**src/rtl/password_detector.sv**
```systemverilog
// rtl/password_detector.sv - keypad code-entry lock with attempt timeout, unlock pulse and lockout.
// Outputs are registered from the state, so they follow the state by one cycle.
module password_detector #(
  parameter int                    CODE_LEN      = 4,
  parameter logic [2*CODE_LEN-1:0] PASSWORD      = 8'hE4,
  parameter logic [31:0]           TIMEOUT_COUNT = 32'd500_000_000,
  parameter logic [31:0]           UNLOCK_CYCLES = 32'd200_000_000,
  parameter logic [31:0]           LOCK_CYCLES   = 32'd1000_000_000,
  parameter int                    MAX_FAIL      = 3
) (
  input  logic       clk,
  input  logic       reset,
  input  logic [3:0] btn_in,
  output logic       unlock,
  output logic       error,
  output logic       alarm,
  output logic [2:0] digit_count,
  output logic [1:0] fail_count
);

  typedef enum logic [2:0] {
    S_IDLE, S_ENTRY, S_CHECK, S_UNLOCKED, S_FAIL, S_LOCKOUT
  } state_t;

  state_t      state_q;
  logic [3:0]  btn_q;
  logic [31:0] timer_q;
  logic [2:0]  digit_count_q;
  logic [1:0]  fail_count_q;
  logic        mismatch_q;
  logic        unlock_q, error_q, alarm_q;

  logic [3:0]            rise;
  logic                  press;
  logic                  digit_bad;
  logic                  last_digit;
  logic                  fail_limit;
  logic [1:0]            press_val;
  logic [2*CODE_LEN-1:0] pw_shift;

  always_comb begin
    rise      = btn_in & ~btn_q;
    press     = |rise;
    press_val = 2'd0;
    case (rise)
      4'b0010: press_val = 2'd1;
      4'b0100: press_val = 2'd2;
      4'b1000: press_val = 2'd3;
      default: press_val = 2'd0;
    endcase
    // Expected digit for the press about to be counted; IDLE always has digit_count 0.
    pw_shift   = PASSWORD >> (2 * int'(digit_count_q));
    digit_bad  = !$onehot(rise) || (press_val != pw_shift[1:0]);
    last_digit = (int'(digit_count_q) + 1) == CODE_LEN;
    fail_limit = (int'(fail_count_q) + 1) == MAX_FAIL;
  end

  always_ff @(posedge clk or posedge reset) begin
    if (reset) begin
      state_q       <= S_IDLE;
      btn_q         <= 4'b0000;
      timer_q       <= 32'd0;
      digit_count_q <= 3'd0;
      fail_count_q  <= 2'd0;
      mismatch_q    <= 1'b0;
      unlock_q      <= 1'b0;
      error_q       <= 1'b0;
      alarm_q       <= 1'b0;
    end else begin
      btn_q    <= btn_in;
      unlock_q <= (state_q == S_UNLOCKED);
      error_q  <= (state_q == S_FAIL);
      alarm_q  <= (state_q == S_LOCKOUT);
      case (state_q)
        S_IDLE: begin
          timer_q       <= 32'd0;
          digit_count_q <= 3'd0;
          mismatch_q    <= 1'b0;
          if (press) begin
            digit_count_q <= 3'd1;
            mismatch_q    <= digit_bad;
            state_q       <= (CODE_LEN == 1) ? S_CHECK : S_ENTRY;
          end
        end
        S_ENTRY: begin
          if (press) begin
            digit_count_q <= digit_count_q + 3'd1;
            mismatch_q    <= mismatch_q | digit_bad;
            timer_q       <= 32'd0;
            if (last_digit) state_q <= S_CHECK;
          end else if (timer_q == TIMEOUT_COUNT - 32'd1) begin
            // Abandoned attempt: not counted as a failure.
            state_q       <= S_IDLE;
            timer_q       <= 32'd0;
            digit_count_q <= 3'd0;
            mismatch_q    <= 1'b0;
          end else begin
            timer_q <= timer_q + 32'd1;
          end
        end
        S_CHECK: begin
          timer_q <= 32'd0;
          if (!mismatch_q) begin
            state_q      <= S_UNLOCKED;
            fail_count_q <= 2'd0;
          end else begin
            fail_count_q <= fail_count_q + 2'd1;
            state_q      <= fail_limit ? S_LOCKOUT : S_FAIL;
          end
        end
        S_UNLOCKED: begin
          if (timer_q == UNLOCK_CYCLES - 32'd1) begin
            state_q       <= S_IDLE;
            timer_q       <= 32'd0;
            digit_count_q <= 3'd0;
            mismatch_q    <= 1'b0;
          end else begin
            timer_q <= timer_q + 32'd1;
          end
        end
        S_FAIL: begin
          state_q       <= S_IDLE;
          timer_q       <= 32'd0;
          digit_count_q <= 3'd0;
          mismatch_q    <= 1'b0;
        end
        S_LOCKOUT: begin
          if (timer_q == LOCK_CYCLES - 32'd1) begin
            state_q       <= S_IDLE;
            timer_q       <= 32'd0;
            digit_count_q <= 3'd0;
            mismatch_q    <= 1'b0;
            fail_count_q  <= 2'd0;
          end else begin
            timer_q <= timer_q + 32'd1;
          end
        end
        default: state_q <= S_IDLE;
      endcase
    end
  end

  assign unlock      = unlock_q;
  assign error       = error_q;
  assign alarm       = alarm_q;
  assign digit_count = digit_count_q;
  assign fail_count  = fail_count_q;

endmodule

```
**config.mk**
```make
export PLATFORM = sky130hd
export DESIGN_NAME = password_detector
export DESIGN_NICKNAME = d
export VERILOG_FILES = /design/src/rtl/password_detector.sv
export SDC_FILE = /design/constraint.sdc
export NUM_CORES = 1
export LEC_CHECK = 0
export CAP_MARGIN = 0
export CORE_MARGIN = 4
export CORE_UTILIZATION = 40
export CTS_BUF_LIST = sky130_fd_sc_hd__clkbuf_8 sky130_fd_sc_hd__clkbuf_16
export DETAILED_ROUTE_END_ITERATION = 16
export SLEW_MARGIN = 20
export SYNTH_ARGS = -nofsm -noshare
export SYNTH_HDL_FRONTEND = slang
export SYNTH_SLANG_ARGS = --single-unit
```
**constraint.sdc**
```tcl
create_clock -name clk -period 2.7 [get_ports clk]
set_input_delay 0.54 -clock clk [delete_from_list [all_inputs] [get_ports clk]]
set_output_delay 0.54 -clock clk [all_outputs]
set_load 0.02 [all_outputs]
```
**Word-level counts from Yosys, hierarchy flattened**

Index checks and enable logic that the tools add are counted.

- Add/subtract/negate cells: 8
- Equality and inequality tests: 20
- Shifts and indexed selects: 1
- Multiplexer cells: 27
- Bitwise logic cells: 3
- Reductions and logical operators: 11

Operators by type and width:

| cell | number |
|---|---|
| 2-to-1 mux 32 bit | 4 |
| case mux 32 bit (4 select lines) | 1 |
| adder 32 x 1 -> 32 bit (second input constant) | 1 |
| equality test 32 x 28 -> 1 bit (second input constant) | 1 |
| equality test 32 x 29 -> 1 bit (second input constant) | 1 |
| equality test 32 x 30 -> 1 bit (second input constant) | 1 |
| case mux 3 bit (5 select lines) | 2 |
| 2-to-1 mux 3 bit | 8 |
| equality test 3 x 2 -> 1 bit (second input constant) | 3 |
| equality test 4 x 3 -> 1 bit (second input constant) | 2 |
| right shift 8 x 4 -> 2 bit (first input constant) | 1 |
| 2-to-1 mux 1 bit | 7 |
| equality test 3 x 1 -> 1 bit (second input constant) | 2 |
| equality test 3 bit (second input constant) | 2 |
| != test 3 bit (second input constant) | 2 |
| case mux 2 bit (3 select lines) | 1 |
| case mux 1 bit (5 select lines) | 1 |
| AND reduction 5 bit | 1 |
| nonzero test 5 bit | 1 |
| adder 1 x 1 -> 2 bit | 2 |
| adder 3 x 1 -> 4 bit (second input constant) | 1 |
| AND 4 bit | 1 |
| equality test 4 x 2 -> 1 bit (second input constant) | 1 |
| equality test 4 bit (second input constant) | 1 |
| 20 further kinds | 22 |

- Flip-flop bits (word level): 48
- Bits of input ports: 6
- Word-level logic and storage cells: 79

**Logic depth before layout (Yosys ltp)**

- Word-level depth: 10
- Mapped depth: 10
- Gate-level depth less buffers: 10

**Worst setup path before layout**

No wires, ideal clock.

- Path type: input to register
- Start: input port btn_in[0]
- End: register mismatch_q
- Data arrival time: 2.168 ns
- Required time: 2.575 ns
- Slack: 0.407 ns
- Stages on the path: 10
- Cells stage by stage: nand2b_1 -> ha_1 -> ha_1 -> ha_1 -> ha_1 -> nor2_1 -> nand2_1 -> a21oi_1 -> a31oi_1 -> mux2_2

- Word-level cells in the longest chain between the ends: 9
- Elaborated cells on any way between the ends: 18
- Classes of those cells: add/sub (2); eq/ne (6); mux (4); bitwise (2); reduce/logical (4)

Ends and longest elaborated chain:

| item | line | RTL |
|---|---|---|
| from (decl) | 13 | `input logic [3:0] btn_in,` |
| AND 4 bit * | 42 | `rise = btn_in & ~btn_q;` |
| adder 1 x 1 -> 2 bit (implied by the code) | 53 | `digit_bad = !$onehot(rise) \|\| (press_val != pw_shift[1:0]);` |
| adder 2 x 2 -> 3 bit (implied by the code) | 53 |  |
| equality test 3 x 1 -> 1 bit | 53 |  |
| zero test 1 bit | 53 |  |
| logical OR 1 bit | 53 |  |
| bitwise OR 1 bit | 88 | `mismatch_q <= mismatch_q \| digit_bad;` |
| 2-to-1 mux 1 bit | 86 | `if (press) begin` |
| case mux 1 bit (5 select lines) | 74 | `case (state_q)` |
| to (signal assigned) | 81 | `mismatch_q <= digit_bad;` |
| to (signal assigned) | 88 |  |
| to (decl) | 30 | `logic mismatch_q;` |

Every way passes the cells marked *; elsewhere a longest branch is shown, timed or not.
A chain may end at the register's enable or synchronous reset.

**Worst setup path after layout**

Same ends and word-level chain as after synthesis.

==> results.json <==
{
  "final_cell_area_sq_um": 3110,
  "io_pins": 14,
  "crit_start": "btn_in[0]",
  "finalHoldViolCount": 0,
  "cts.sinks": 48,
  "cts_buffer_depth": 2,
  "ctsHoldBuffers": 0,
  "die_w_um": 90.1,
  "worst_path_dominant_cell_family": "adder cells",
  "min_period_over_period": 0.936,
  "antenna_found_initial": 0,
  "clock_power_share": 0.243,
  "ys_top_cells_by_count": "nor2_1, dfrtp_1, nand2_1, xor2_1, xnor2_1",
  "cts-root-buf": "clkbuf_8",
  "preCtsSetupSlack_ps": -158,
  "worstHoldStart": "timer_q[0]",
  "numCtsBuffers": 5,
  "grt-ovfl-total": 0,
  "crit_required_ps": 2890,
  "synth.distinct_cells": 48,
  "register_area_sq_um": 1200,
  "cts_tree": "done",
  "vdd_drop_max_v": 0.000390,
  "worst_slack_ps": 174,
  "firstDrtPassIters": 4,
  "synthArstFlopShare": 1.00,
  "antenna_cells": 0,
  "rsz0062_at_grt": "no",
  "r2r_start": "timer_q[9]",
  "crit_fanout": 2,
  "synth.area.top_cells": "dfrtp_1, nor2_1, xor2_1",
  "clock_skew_ps": 5.36,
  "drc": 0,
  "p_leak_nw": 1.32,
  "grt.total_usage": 0.146,
  "placed_area_sq_um": 3010,
  "yosysTopAreaCell": "dfrtp_1",
  "ys_ff_latch": 48,
  "routedWlPerCell_um": 13.8,
  "crit_chain": "clkdlybuf4s50_1 -> nand2b_1 -> ha_1 -> ha_1 -> ha_1 -> ha_1 -> nor2_1 -> nand2_1 -> a21oi_1 -> a31oi_1 -> mux2_2",
  "clkTransAtPathRegs_ps": 80,
  "p_sw_frac": 0.340,
  "path_class": "in -> reg",
  "final_util": 0.481,
  "yosysMostFrequentCell": "nor2_1",
  "grt_pass1_vias": 1962,
  "fin_cells": 400,
  "yosysWarningCount": 0,
  "critPathBufInv": 1,
  "dp_cells": 394,
  "finalSetupViolCount": 0,
  "gp_congestion": 0.793,
  "hold_path_class": "reg -> reg",
  "ant_nets": 0,
  "cpMaxStageDelayCell": "clkdlybuf4s50_1",
  "worst_setup_path_end_kind": "flop",
  "synthesis.nets": 311,
  "port-buffer-count": 13,
  "start_kind": "input pin",
  "netlist_area_sq_um": 2700,
  "cp_common_cell": "ha_1",
  "seq_area_frac_synth": 0.445,
  "outcome": "completed",
  "multiInputGateArea_sq_um": 1410,
  "cp_slowest_stage_delay_ps": 480,
  "die_y_um": 90.1,
  "arrival_ps": 2720,
  "min_period_ps": 2530,
  "fmaxAchievable_mhz": 396,
  "p_seq_frac": 0.428,
  "hold-worst-slack_ps": 541,
  "dieArea_sq_um": 8120,
  "core_sq_um": 6460,
  "power.density_nw_per_um2": 658,
  "syn_avg_cell_area_sq_um": 9.08,
  "row_count": 29,
  "start_util": 0.418,
  "yosys.area.top_type_share": 0.445,
  "cts_resized": 0,
  "wirelength_mm": 5.53,
  "fin_nets": 338,
  "grt_start_max_net_pins": 29,
  "ys.flop_type": "dfrtp_1",
  "cell_internal_pwr_mw": 1.35,
  "grt_pass1_wl_mm": 9.76,
  "insertion_delay_ps": 300,
  "dp_hpwl_mm": 4.10,
  "postCtsSetupBuffers": 0,
  "vias_per_cell": 5.30,
  "drive_above_1_share": 0.111,
  "tightestPinTransition_ps": 630,
  "combPwrFrac": 0.328,
  "syn_to_final_growth_pct": 15.1,
  "fillCellCount": 627,
  "drv_slew": 0,
  "syn_inst": 297,
  "vias": 2121,
  "htreeDepth": 2,
  "drv_cap": 0,
  "synth-edff-count": 0,
  "maxSlewHeadroom": 0.576,
  "drt_iter0_markers": 134,
  "switching_power_mw": 0.694
}
[final cells by class]
cell class | count | share of cell area
clock inverters | 1 | 0.00967
clock buffers | 5 | 0.0222
flip-flops and latches | 48 | 0.387
well taps | 77 | 0.0310
multi-input cells | 229 | 0.454
inverters | 12 | 0.0145
repair buffers | 28 | 0.0822
[final timing paths]
check / slack, ps / cells after the start / to
worst max register to register: 180 / 5 / mismatch_q
worst max-delay path: 170 / 11 / mismatch_q
min in group asynchronous: 620 / 2 / btn_q[2]
worst min-delay path: 540 / 1 / timer_q[0]
worst min register to register: 540 / 1 / timer_q[0]
max in group asynchronous: 1470 / 3 / state_q[2]
[power by group through the flow]
stage	Clock (mW)	Combinational (mW)	Sequential, mW
3_5_place_dp	0	0.676	0.890
6_report	0.497	0.671	0.875
2_1_floorplan	0	0.438	0.894
3_3_place_gp	0	0.669	0.887
5_1_grt	0.543	0.744	0.892
4_1_cts	0.516	0.677	0.875
[cells in the final DEF (no fill, tap or decap), types with 11 or more instances in the layout]
cell,n
nor2_1,49
clkdlybuf4s50_1,13
inv_1,11
xnor2_1,14
xor2_1,15
nand4_1,12
buf_4,14
dfrtp_1,48
nand2b_1,12
nand2_1,28
[registers in the layout, indices dropped and copies added (netlist names)]
register,flops
btn_q,4
mismatch_q,1
error,1
alarm,1
timer_q,32
state_q,3
fail_count,2
unlock,1
digit_count,3
[per-stage QoR]
stage	total power, mW	setup TNS [ps]
global route	2.18	0
finish	2.04	0
global placement	1.56	-123
detailed placement	1.57	-158
CTS	2.07	0
floorplan	1.33	0
[kinds of logic after synthesis]
group,Yosys count,share of synthesized area
and+or+nand+nor,155,0.299
xor gates and xnor gates,29,0.0942
muxes,3,0.0121
buffers and inverters,20,0.0325
adders and majority gates,8,0.0371
DFF,48,0.445
AOI/OAI and AO/OA,34,0.0802
[layer usage]
| layer | GRT usage | share of wire |
|---|---|---|
| met1 | 0.218 | 0.52 |
| met2 | 0.213 | 0.44 |
| met3 | 0.0250 | 0.030 |
| met4 | 0.0459 | 0.012 |
| met5 | 0 | 0 |
[worst reg2reg max path, delay by kind of cell, from the launching register on]
family,cells,cell delay [ps]
AND/OR/NAND/NOR,2,970
AO/OA/AOI/OAI,2,640
flip-flops,1,420
multiplexers,1,390
No activity file was read; power rests on OpenSTA's default activity.
